==> src/rtl/sine_period_meter_if.sv <==
// Sample stream in, period/extrema measurement out.
// Signal names match the meter's external ports.
interface sine_period_meter_if #(
  parameter int N     = 7,
  parameter int CNT_W = 16
);
  logic [N:0]       sample_in;
  logic             sample_en;
  logic [CNT_W-1:0] period;
  logic             period_valid;
  logic [N:0]       peak;
  logic [N:0]       trough;
  logic             locked;
  logic             overflow;

  modport master (
    output sample_in,
    output sample_en,
    input  period,
    input  period_valid,
    input  peak,
    input  trough,
    input  locked,
    input  overflow
  );

  modport slave (
    input  sample_in,
    input  sample_en,
    output period,
    output period_valid,
    output peak,
    output trough,
    output locked,
    output overflow
  );
endinterface

==> src/rtl/sine_period_meter.sv <==
// Measures a sine period between hysteresis-qualified rising crossings.
// Also reports the peak and trough seen over that period.
module sine_period_meter #(
  parameter int N     = 7,
  parameter int CNT_W = 16,
  parameter int HYST  = 8
) (
  input logic clk,
  input logic reset,
  sine_period_meter_if.slave bus
);
  localparam int MID = 1 << N;
  localparam logic [N:0] TH_HI = (N+1)'(MID + HYST);
  localparam logic [N:0] TH_LO = (N+1)'(MID - HYST);
  localparam logic [CNT_W-1:0] CNT_PRE = ~CNT_W'(1);

  typedef enum logic [1:0] {
    SEARCH = 2'd0,
    LOW    = 2'd1,
    HIGH   = 2'd2
  } state_t;

  state_t state;
  state_t state_nx;

  logic [CNT_W-1:0] cnt;
  logic [CNT_W-1:0] period_q;
  logic [N:0]       pk;
  logic [N:0]       tr;
  logic [N:0]       peak_q;
  logic [N:0]       trough_q;
  logic             armed;
  logic             valid_q;
  logic             locked_q;
  logic             ovf_q;

  logic below;
  logic above;
  logic rc;
  logic sat;

  assign below = bus.sample_in < TH_LO;
  assign above = bus.sample_in >= TH_HI;

  always_comb begin
    state_nx = state;
    rc       = 1'b0;
    sat      = 1'b0;
    if (bus.sample_en) begin
      unique case (state)
        SEARCH: begin
          if (below) state_nx = LOW;
        end
        LOW: begin
          // a crossing wins over counter saturation
          if (above) begin
            state_nx = HIGH;
            rc       = 1'b1;
          end else if (cnt == CNT_PRE) begin
            state_nx = SEARCH;
            sat      = 1'b1;
          end
        end
        HIGH: begin
          if (cnt == CNT_PRE) begin
            state_nx = SEARCH;
            sat      = 1'b1;
          end else if (below) begin
            state_nx = LOW;
          end
        end
        default: state_nx = SEARCH;
      endcase
    end
  end

  always_ff @(posedge clk) begin
    if (!reset) state <= SEARCH;
    else        state <= state_nx;
  end

  always_ff @(posedge clk) begin
    if (!reset) begin
      cnt      <= '0;
      period_q <= '0;
      pk       <= '0;
      tr       <= '1;
      peak_q   <= '0;
      trough_q <= '1;
      armed    <= 1'b0;
      valid_q  <= 1'b0;
      locked_q <= 1'b0;
      ovf_q    <= 1'b0;
    end else begin
      valid_q <= 1'b0;
      if (bus.sample_en) begin
        unique case (1'b1)
          sat: begin
            cnt      <= '0;
            armed    <= 1'b0;
            locked_q <= 1'b0;
            ovf_q    <= 1'b1;
          end
          rc: begin
            cnt   <= CNT_W'(1);
            pk    <= bus.sample_in;
            tr    <= bus.sample_in;
            armed <= 1'b1;
            // the first crossing after SEARCH only opens the window
            if (armed) begin
              period_q <= cnt;
              peak_q   <= pk;
              trough_q <= tr;
              valid_q  <= 1'b1;
              locked_q <= 1'b1;
            end
          end
          (state == SEARCH): begin
            if (below) begin
              pk <= bus.sample_in;
              tr <= bus.sample_in;
            end
          end
          default: begin
            cnt <= cnt + 1'b1;
            if (bus.sample_in > pk) pk <= bus.sample_in;
            if (bus.sample_in < tr) tr <= bus.sample_in;
          end
        endcase
      end
    end
  end

  assign bus.period       = period_q;
  assign bus.period_valid = valid_q;
  assign bus.peak         = peak_q;
  assign bus.trough       = trough_q;
  assign bus.locked       = locked_q;
  assign bus.overflow     = ovf_q;
endmodule

==> src/flat_wrapper.sv <==
// flat-port wrapper written by rule: the top's interface ports become plain ports
module sine_period_meter_flat 
#(
  parameter int N     = 7,
  parameter int CNT_W = 16,
  parameter int HYST  = 8
)
  (clk, reset, bus_sample_in, bus_sample_en, bus_period, bus_period_valid, bus_peak, bus_trough, bus_locked, bus_overflow);
  sine_period_meter_if #(.N(N), .CNT_W(CNT_W)) bus_i ();
  input logic clk;
  input logic reset;
  input wire logic [$bits(bus_i.sample_in)-1:0] bus_sample_in;
  input wire logic [$bits(bus_i.sample_en)-1:0] bus_sample_en;
  output wire logic [$bits(bus_i.period)-1:0] bus_period;
  output wire logic [$bits(bus_i.period_valid)-1:0] bus_period_valid;
  output wire logic [$bits(bus_i.peak)-1:0] bus_peak;
  output wire logic [$bits(bus_i.trough)-1:0] bus_trough;
  output wire logic [$bits(bus_i.locked)-1:0] bus_locked;
  output wire logic [$bits(bus_i.overflow)-1:0] bus_overflow;
  assign bus_i.sample_in = bus_sample_in;
  assign bus_i.sample_en = bus_sample_en;
  assign bus_period = bus_i.period;
  assign bus_period_valid = bus_i.period_valid;
  assign bus_peak = bus_i.peak;
  assign bus_trough = bus_i.trough;
  assign bus_locked = bus_i.locked;
  assign bus_overflow = bus_i.overflow;
  sine_period_meter #(.N(N), .CNT_W(CNT_W), .HYST(HYST)) u_core (.clk(clk), .reset(reset), .bus(bus_i));
endmodule
==> config.mk <==
export PLATFORM = sky130hd
export DESIGN_NAME = sine_period_meter_flat
export DESIGN_NICKNAME = d
export VERILOG_FILES = /design/src/rtl/sine_period_meter_if.sv /design/src/rtl/sine_period_meter.sv /design/src/flat_wrapper.sv
export SDC_FILE = /design/constraint.sdc
export NUM_CORES = 1
export LEC_CHECK = 0
export ABC_AREA = 1
export CAP_MARGIN = 30
export CORE_MARGIN = 3
export CORE_UTILIZATION = 38
export CTS_CLUSTER_SIZE = 24
export DETAILED_ROUTE_END_ITERATION = 7
export GPL_TIMING_DRIVEN = 1
export MAX_ROUTING_LAYER = met4
export SKIP_LAST_GASP = 1
export SLEW_MARGIN = 20
export SYNTH_ARGS = -nofsm -noshare
export SYNTH_HDL_FRONTEND = slang
export SYNTH_SLANG_ARGS = --single-unit
==> constraint.sdc <==
create_clock -name clk -period 3.5 [get_ports clk]
set_input_delay 0.7 -clock clk [delete_from_list [all_inputs] [get_ports clk]]
set_output_delay 0.7 -clock clk [all_outputs]
set_load 0.01 [all_outputs]
# Yosys cells after proc, flatten, opt, wreduce, memory -nomap -nowiden
# Cells that the tools add are included.
dict set report totals {
  ff_bits 70
  input_bits 11
  out_inout_bits 35
  word_cells 59
}
dict set report classes {
  addsub 1
  magnitude_cmp 4
  eq_ne 6
  n_mux 22
  bitwise 2
  reduce_logical 13
}
# cell count
set op_table {}
lappend op_table {{16-bit case mux with 3 select lines} 1}
lappend op_table {{8-bit case mux with 3 select lines} 2}
lappend op_table {{8-bit 2-to-1 mux} 3}
lappend op_table {{16-bit by 1-bit adder with 16-bit output (second input constant)} 1}
lappend op_table {{16-bit equality test (second input constant)} 1}
lappend op_table {{3-bit AND reduction} 3}
lappend op_table {{8-bit >= comparator (second input constant)} 1}
lappend op_table {{8-bit > comparator} 1}
lappend op_table {{8-bit by 7-bit less-than comparator with 1-bit output (second input constant)} 1}
lappend op_table {{8-bit less-than comparator} 1}
lappend op_table {{1-bit 2-to-1 mux} 8}
lappend op_table {{2-bit 2-to-1 mux} 4}
lappend op_table {{2-bit AND reduction} 4}
lappend op_table {{4-bit AND reduction} 2}
lappend op_table {{1-bit case mux with 2 select lines} 3}
lappend op_table {{2-bit case mux with 3 select lines} 1}
lappend op_table {{3-bit nonzero test} 2}
lappend op_table {{2-bit by 1-bit inequality test with 1-bit output (second input constant)} 2}
lappend op_table {{3-bit by 1-bit inequality test with 1-bit output (second input constant)} 1}
lappend op_table {{2-bit by 1-bit equality test with 1-bit output (second input constant)} 1}
lappend op_table {{2-bit equality test (second input constant)} 1}
lappend op_table {{2-bit logical NOT} 1}
lappend op_table {{1-bit NOT} 2}
lappend op_table {{2-bit nonzero test} 1}

# Depth between registers and ports, before layout
dict set report depth {
  depth_word 7
  depth_mapped 15
  depth_no_buf 14
}

# Worst setup path after synthesis
# Ideal clock, no wire load.
dict set report synth_path {
  path_type {input to register}
  start {in bus_sample_in[7]}
  end {reg u_core.pk[2]}
  setup_time_ns 0.115
  arrival_time_ns 1.766
  required_time_ns 3.385
  setup_slack_ns 1.619
  path_stages 9
  n_path_buf 1
  path_cell_list {ha_1 -> a21oi_1 -> o21a_1 -> nand2_1 -> nand2_1 -> nand2_4 -> buf_6 -> a21oi_1 -> nor2_1}
}
dict set report synth_between {
  elab_chain_cells 6
  word_cells_on_any_way 14
  classes_between {3 x order compare; 1 x eq/ne; 7 x mux; 1 x bitwise; 2 x reduce/logical}
}
# item line_no
set synth_lines {}
lappend synth_lines {{from (decl)} flat_wrapper.sv:12} ;# input wire logic [$bits(bus_i.sample_in)-1:0] bus_sample_in;
lappend synth_lines {{8-bit >= comparator} sine_period_meter.sv:43} ;# assign above = bus.sample_in >= TH_HI;
lappend synth_lines {{1-bit 2-to-1 mux} sine_period_meter.sv:56} ;# if (above) begin
lappend synth_lines {{1-bit 2-to-1 mux / 1-bit case mux with 2 select lines (equally long branches)} sine_period_meter.sv:50} ;# unique case (state)
lappend synth_lines {{1-bit 2-to-1 mux} sine_period_meter.sv:49} ;# if (bus.sample_en) begin
lappend synth_lines {{3-bit nonzero test (no line) / 1-bit NOT (equally long branches)} --}
lappend synth_lines {{4-bit AND reduction (no line)} --}
lappend synth_lines {{to (signal assigned)} sine_period_meter.sv:106} ;# pk <= bus.sample_in;
lappend synth_lines {{to (signal assigned)} sine_period_meter.sv:120} ;# pk <= bus.sample_in;
lappend synth_lines {{to (signal assigned)} sine_period_meter.sv:126} ;# if (bus.sample_in > pk) pk <= bus.sample_in;
lappend synth_lines {{to (decl)} sine_period_meter.sv:28} ;# logic [N:0] pk;
# Parallel ways exist; a longest one is shown, timed or not.
# A chain may end at the register's enable or synchronous reset.

# Worst setup path after layout
dict set report layout_path {
  start {in bus_sample_in[5]}
  end {reg u_core.tr[0]}
}
dict set report layout_between {
  elab_chain_cells 6
  word_cells_on_any_way 14
  classes_between {3 x order compare; 1 x eq/ne; 7 x mux; 1 x bitwise; 2 x reduce/logical}
}
# item line_no
set layout_lines {}
lappend layout_lines {{8-bit >= comparator} sine_period_meter.sv:43}
lappend layout_lines {{1-bit 2-to-1 mux} sine_period_meter.sv:56}
lappend layout_lines {{1-bit 2-to-1 mux / 1-bit case mux with 2 select lines (equally long branches)} sine_period_meter.sv:50}
lappend layout_lines {{1-bit 2-to-1 mux} sine_period_meter.sv:49}
lappend layout_lines {{3-bit nonzero test (no line) / 1-bit NOT (equally long branches)} --}
lappend layout_lines {{4-bit AND reduction (no line)} --}
lappend layout_lines {{to (signal assigned)} sine_period_meter.sv:107} ;# tr <= bus.sample_in;
lappend layout_lines {{to (signal assigned)} sine_period_meter.sv:121} ;# tr <= bus.sample_in;
lappend layout_lines {{to (signal assigned)} sine_period_meter.sv:127} ;# if (bus.sample_in < tr) tr <= bus.sample_in;
lappend layout_lines {{to (decl)} sine_period_meter.sv:29} ;# logic [N:0] tr;
# Parallel ways exist; a longest one is shown, timed or not.

==> run_results.csv <==
group,metric,value,unit
outcome,run_status,"completed",
sta,worstMarginPinSlew,0.4653,ns
layout,finalNetCount,527,
worst_setup_path,setup.worst_path.start_class,"input port",
placed_design,placement.setup.worst_slack,0.8428,ns
synthesis,syn_nets,483,
flow_run,cap_violations,0,
synthesis,synth.yosys.seq_area_share,40.43,%
layout,insertedDiodeCount,0,
placed_design,place.port_buffers,45,
worst_setup_path,path_max_fanout,9,
layout,multiInputGateArea,1740,µm²
synthesis,yosys_top_cell_by_area,"dfxtp_1",
synthesis,synthesis.area,3466,µm²
sta,final-setup-viol-count,0,
clock_tree,tritoncts,"yes",
routing,wl_per_cell,13.46,µm
synthesis,avgSynthCellArea,7.685,µm²
clock_tree,cts_sinks,70,
synthesis,post_synth_inst_count,451,
floorplan,row_count,34,
layout,stdcell_area,4133,µm²
synthesis,count_of_different_cell_masters_after_synthesis,35,
global_routing,global_route.usage.total,17.20,%
global_routing,largest_net_degree_at_the_start_of_global_routing,41,
clock_tree,clk_pin_slew,0.09,ns
layout,layout.cells.non_filler,608,
floorplan,floorplan.die_area,10300,µm²
clock_tree,post_cts.repair.setup_buffers,0,
sta,final_total_negative_setup_slack,0,ns
worst_setup_path,path_class,"in2reg",
layout,filler_cell_count,900,
worst_setup_path,timing.critical_path.arrival,2.54,ns
sta,slew_limit_headroom,68.93,%
floorplan,die_height,101.5,µm
sta,timing.final.max_slew_violations,0,
clock_tree,max-clock-path-buffers,2,
clock_tree,cts.root.buffer_cell,"clkbuf_8",
global_routing,antenna_found_initial,0,
worst_setup_path,element_type_at_the_critical_path_end,"register",
global_routing,wire_length_of_the_first_global_routing_pass,13.42,mm
synthesis,synth_top_area_share,40.43,%
routing,total_vias_in_the_final_route,2955,
clock_tree,clock_insertion_delay_worst_skew,0.35,ns
sta,postLayoutSetupSlackWorst,1.202,ns
synthesis,postSynthRegisterBits,70,
synthesis,synth_warnings,0,
sta,clock_skew,0.01330,ns
routing,remaining_drc_errors,0,
clock_tree,ctsHtreeMaxLevel,3,
power,power_density,386.2,nW/µm²
clock_tree,cts_repair_resize_count,0,
worst_setup_path,timing.critical_path.required,3.74,ns
placed_design,place.detailed.instances,592,
sta,period_minus_slack,2.298,ns
routing,detail_route.vias_per_cell,4.860,
clock_tree,cts_inserted_buffers,9,
layout,sequential_cell_area,1401,µm²
global_routing,grt_remaining_overflow,0,
placed_design,gpl.final_weighted_congestion,0.9245,
layout,post_route_cells_drive_above_1_share,10.20,%
synthesis,netlist_top_cells_area,"dfxtp_1, nand2_1, ha_1",
routing,remaining_antenna_violation_count_after_routing,0,
clock_tree,cts_hold_buf,0,
routing,drt_wl_total,8.183,mm
power,irDropWorstVdd,0.1704,mV
power,power,1.596,mW
floorplan,coreArea,8806,µm²
global_routing,first_global_vias,2717,
sta,grt_setup_unrepaired,"false",
floorplan,floorplan.initialDensity,39.36,%
routing,drt-initial-drc-count,110,
sta,max_freq,0.4352,GHz
routing,drt-pass1-iter-count,4,
sta,hold_viol,0,
placed_design,detailed_place_hpwl,6.088,mm
placed_design,placed_cell_area,3966,µm²
sta,finalCritPeriodShare,65.65,%
power,power.leakage,1.888,nW
floorplan,width_of_the_die,101.5,µm
floorplan,io_pins,46,
hold_path,min_delay_path_class,"reg2reg",
layout,synthToLayoutAreaGrowth,19.24,%
-- kinds of logic (layout without fill, tap and decap cells) --
| family | count (synthesis) | count (layout) | synth area share (%) |
|---|---|---|---|
| xor gates and xnor gates | 11 | 11 | 2.780 |
| buffers and inverters | 71 | 120 | 9.350 |
| adders and majority gates | 21 | 21 | 7.581 |
| and+or+nand+nor | 204 | 204 | 27.91 |
| AOI/OAI and AO/OA | 74 | 74 | 11.95 |
| DFF | 70 | 70 | 40.43 |
-- sequential cells by signal, summed over array words and instances, names as in the netlist --
signal	count
u_core.armed	1
u_core.bus.period	16
u_core.bus.peak	8
u_core.bus.period_valid	1
u_core.pk	8
u_core.bus.locked	1
u_core.cnt	16
u_core.bus.trough	8
u_core.tr	8
u_core.bus.overflow	1
u_core.state	2
-- Yosys cell counts --
| cell | number |
|---|---|
| nand2_1 | 78 |
| dfxtp_1 | 70 |
| nor2_1 | 59 |
| inv_1 | 53 |
| a21oi_1 | 31 |
| nand3_1 | 30 |
| o21ai_0 | 26 |
| ha_1 | 21 |
| clkbuf_1 | 8 |
| nand3_2 | 7 |
| o211ai_1 | 7 |
| xor2_1 | 7 |
| nand2_2 | 6 |
| nand4_1 | 6 |
| nor3_1 | 5 |
| a21oi_2 | 4 |
| buf_6 | 4 |
| nor2_2 | 4 |
| xnor2_1 | 4 |
| nand2_4 | 3 |
| buf_4 | 2 |
| nor2_4 | 2 |
| o21a_1 | 2 |
| a21boi_0 | 1 |
| a31oi_1 | 1 |
| buf_12 | 1 |
| buf_2 | 1 |
| inv_2 | 1 |
| inv_4 | 1 |
| nand4_2 | 1 |
| nor3_2 | 1 |
| nor3_4 | 1 |
| nor4_2 | 1 |
| o21ai_1 | 1 |
| o21bai_1 | 1 |
-- final cells by class --
class	count	share of cell area, %
flip-flops and latches	70	33.91
repair buffers	49	11.63
inverters	55	5.056
multi-input cells	310	42.11
well taps	108	3.270
clock inverters	6	0.9385
clock buffers	10	3.088
-- path summary, 6_finish.rpt --
kind,startpoint,to,slack (ns),cells past startpoint
setup reg to reg,u_core.state[1],u_core.cnt[12],1.56,9
hold / removal,u_core.tr[3],u_core.tr[3],0.47,2
setup / recovery,bus_sample_in[5],u_core.tr[0],1.20,9
hold reg to reg,u_core.tr[3],u_core.tr[3],0.47,2
-- critical path, stage by stage --
cell	delay, ns
clkdlybuf4s50_1	0.53
ha_1	0.37
a21oi_1	0.19
o21a_1	0.13
nand2_1	0.05
nand2_1	0.22
nand2_2	0.17
nand2_1	0.10
nand3_1	0.06
-- per-stage QoR --
stage	utilization (%)	hold WS (ns)
2_1_floorplan	-	0.4289
3_3_place_gp	45.04	0.4394
3_5_place_dp	45.04	0.4424
4_1_cts	46.93	0.4647
5_1_grt	46.93	0.4839
6_report	46.93	0.4652
-- cells in the final DEF, fill, tap and decap left out --
| cell type | netlist | routed |
|---|---|---|
| o211ai_1 | 7 | 7 |
| a21boi_0 | 1 | 1 |
| ha_1 | 21 | 21 |
| nor2_2 | 4 | 4 |
| buf_4 | 2 | 4 |
| clkinvlp_4 | 0 | 2 |
| inv_1 | 53 | 53 |
| nand2_1 | 78 | 78 |
| o21ai_0 | 26 | 26 |
| a21oi_1 | 31 | 31 |
| o21bai_1 | 1 | 1 |
| o21a_1 | 2 | 2 |
| nand3_2 | 7 | 7 |
| xor2_1 | 7 | 7 |
| a21oi_2 | 4 | 4 |
| nor2_4 | 2 | 2 |
| nor2_1 | 59 | 59 |
| clkbuf_8 | 0 | 9 |
| clkdlybuf4s50_1 | 0 | 45 |
| clkinv_2 | 0 | 3 |
| inv_4 | 1 | 1 |
| dfxtp_1 | 70 | 70 |
| clkbuf_1 | 8 | 1 |
| nand4_2 | 1 | 1 |
| nor3_2 | 1 | 1 |
| inv_2 | 1 | 1 |
| nand3_1 | 30 | 30 |
| a31oi_1 | 1 | 1 |
| nand2_2 | 6 | 6 |
| o21ai_1 | 1 | 1 |
| nor3_1 | 5 | 5 |
| xnor2_1 | 4 | 4 |
| clkinv_4 | 0 | 1 |
| nand2_4 | 3 | 3 |
| nand4_1 | 6 | 6 |
| nor3_4 | 1 | 1 |
| nor4_2 | 1 | 1 |
-- power by group --
part	internal (mW)	switching, mW	leakage [nW]
Combinational	0.0695	0.118	1.24
Sequential	0.818	0.0142	0.568
Clock	0.255	0.322	0.0820
Total	1.14	0.454	1.89
-- layer usage --
metal / routed length (µm) / vias to the layer above / track usage (%) / part of all wire (%)
li1: - / 1546 / - / -
met4: 97 / 0 / 5.010 / 1.2
met5: 0 / - / - / 0
met3: 330 / 8 / 4.132 / 4.0
met1: 4118 / 1355 / 23.23 / 50
met2: 3636 / 46 / 25.55 / 44
(Power assumes the default switching activity.)
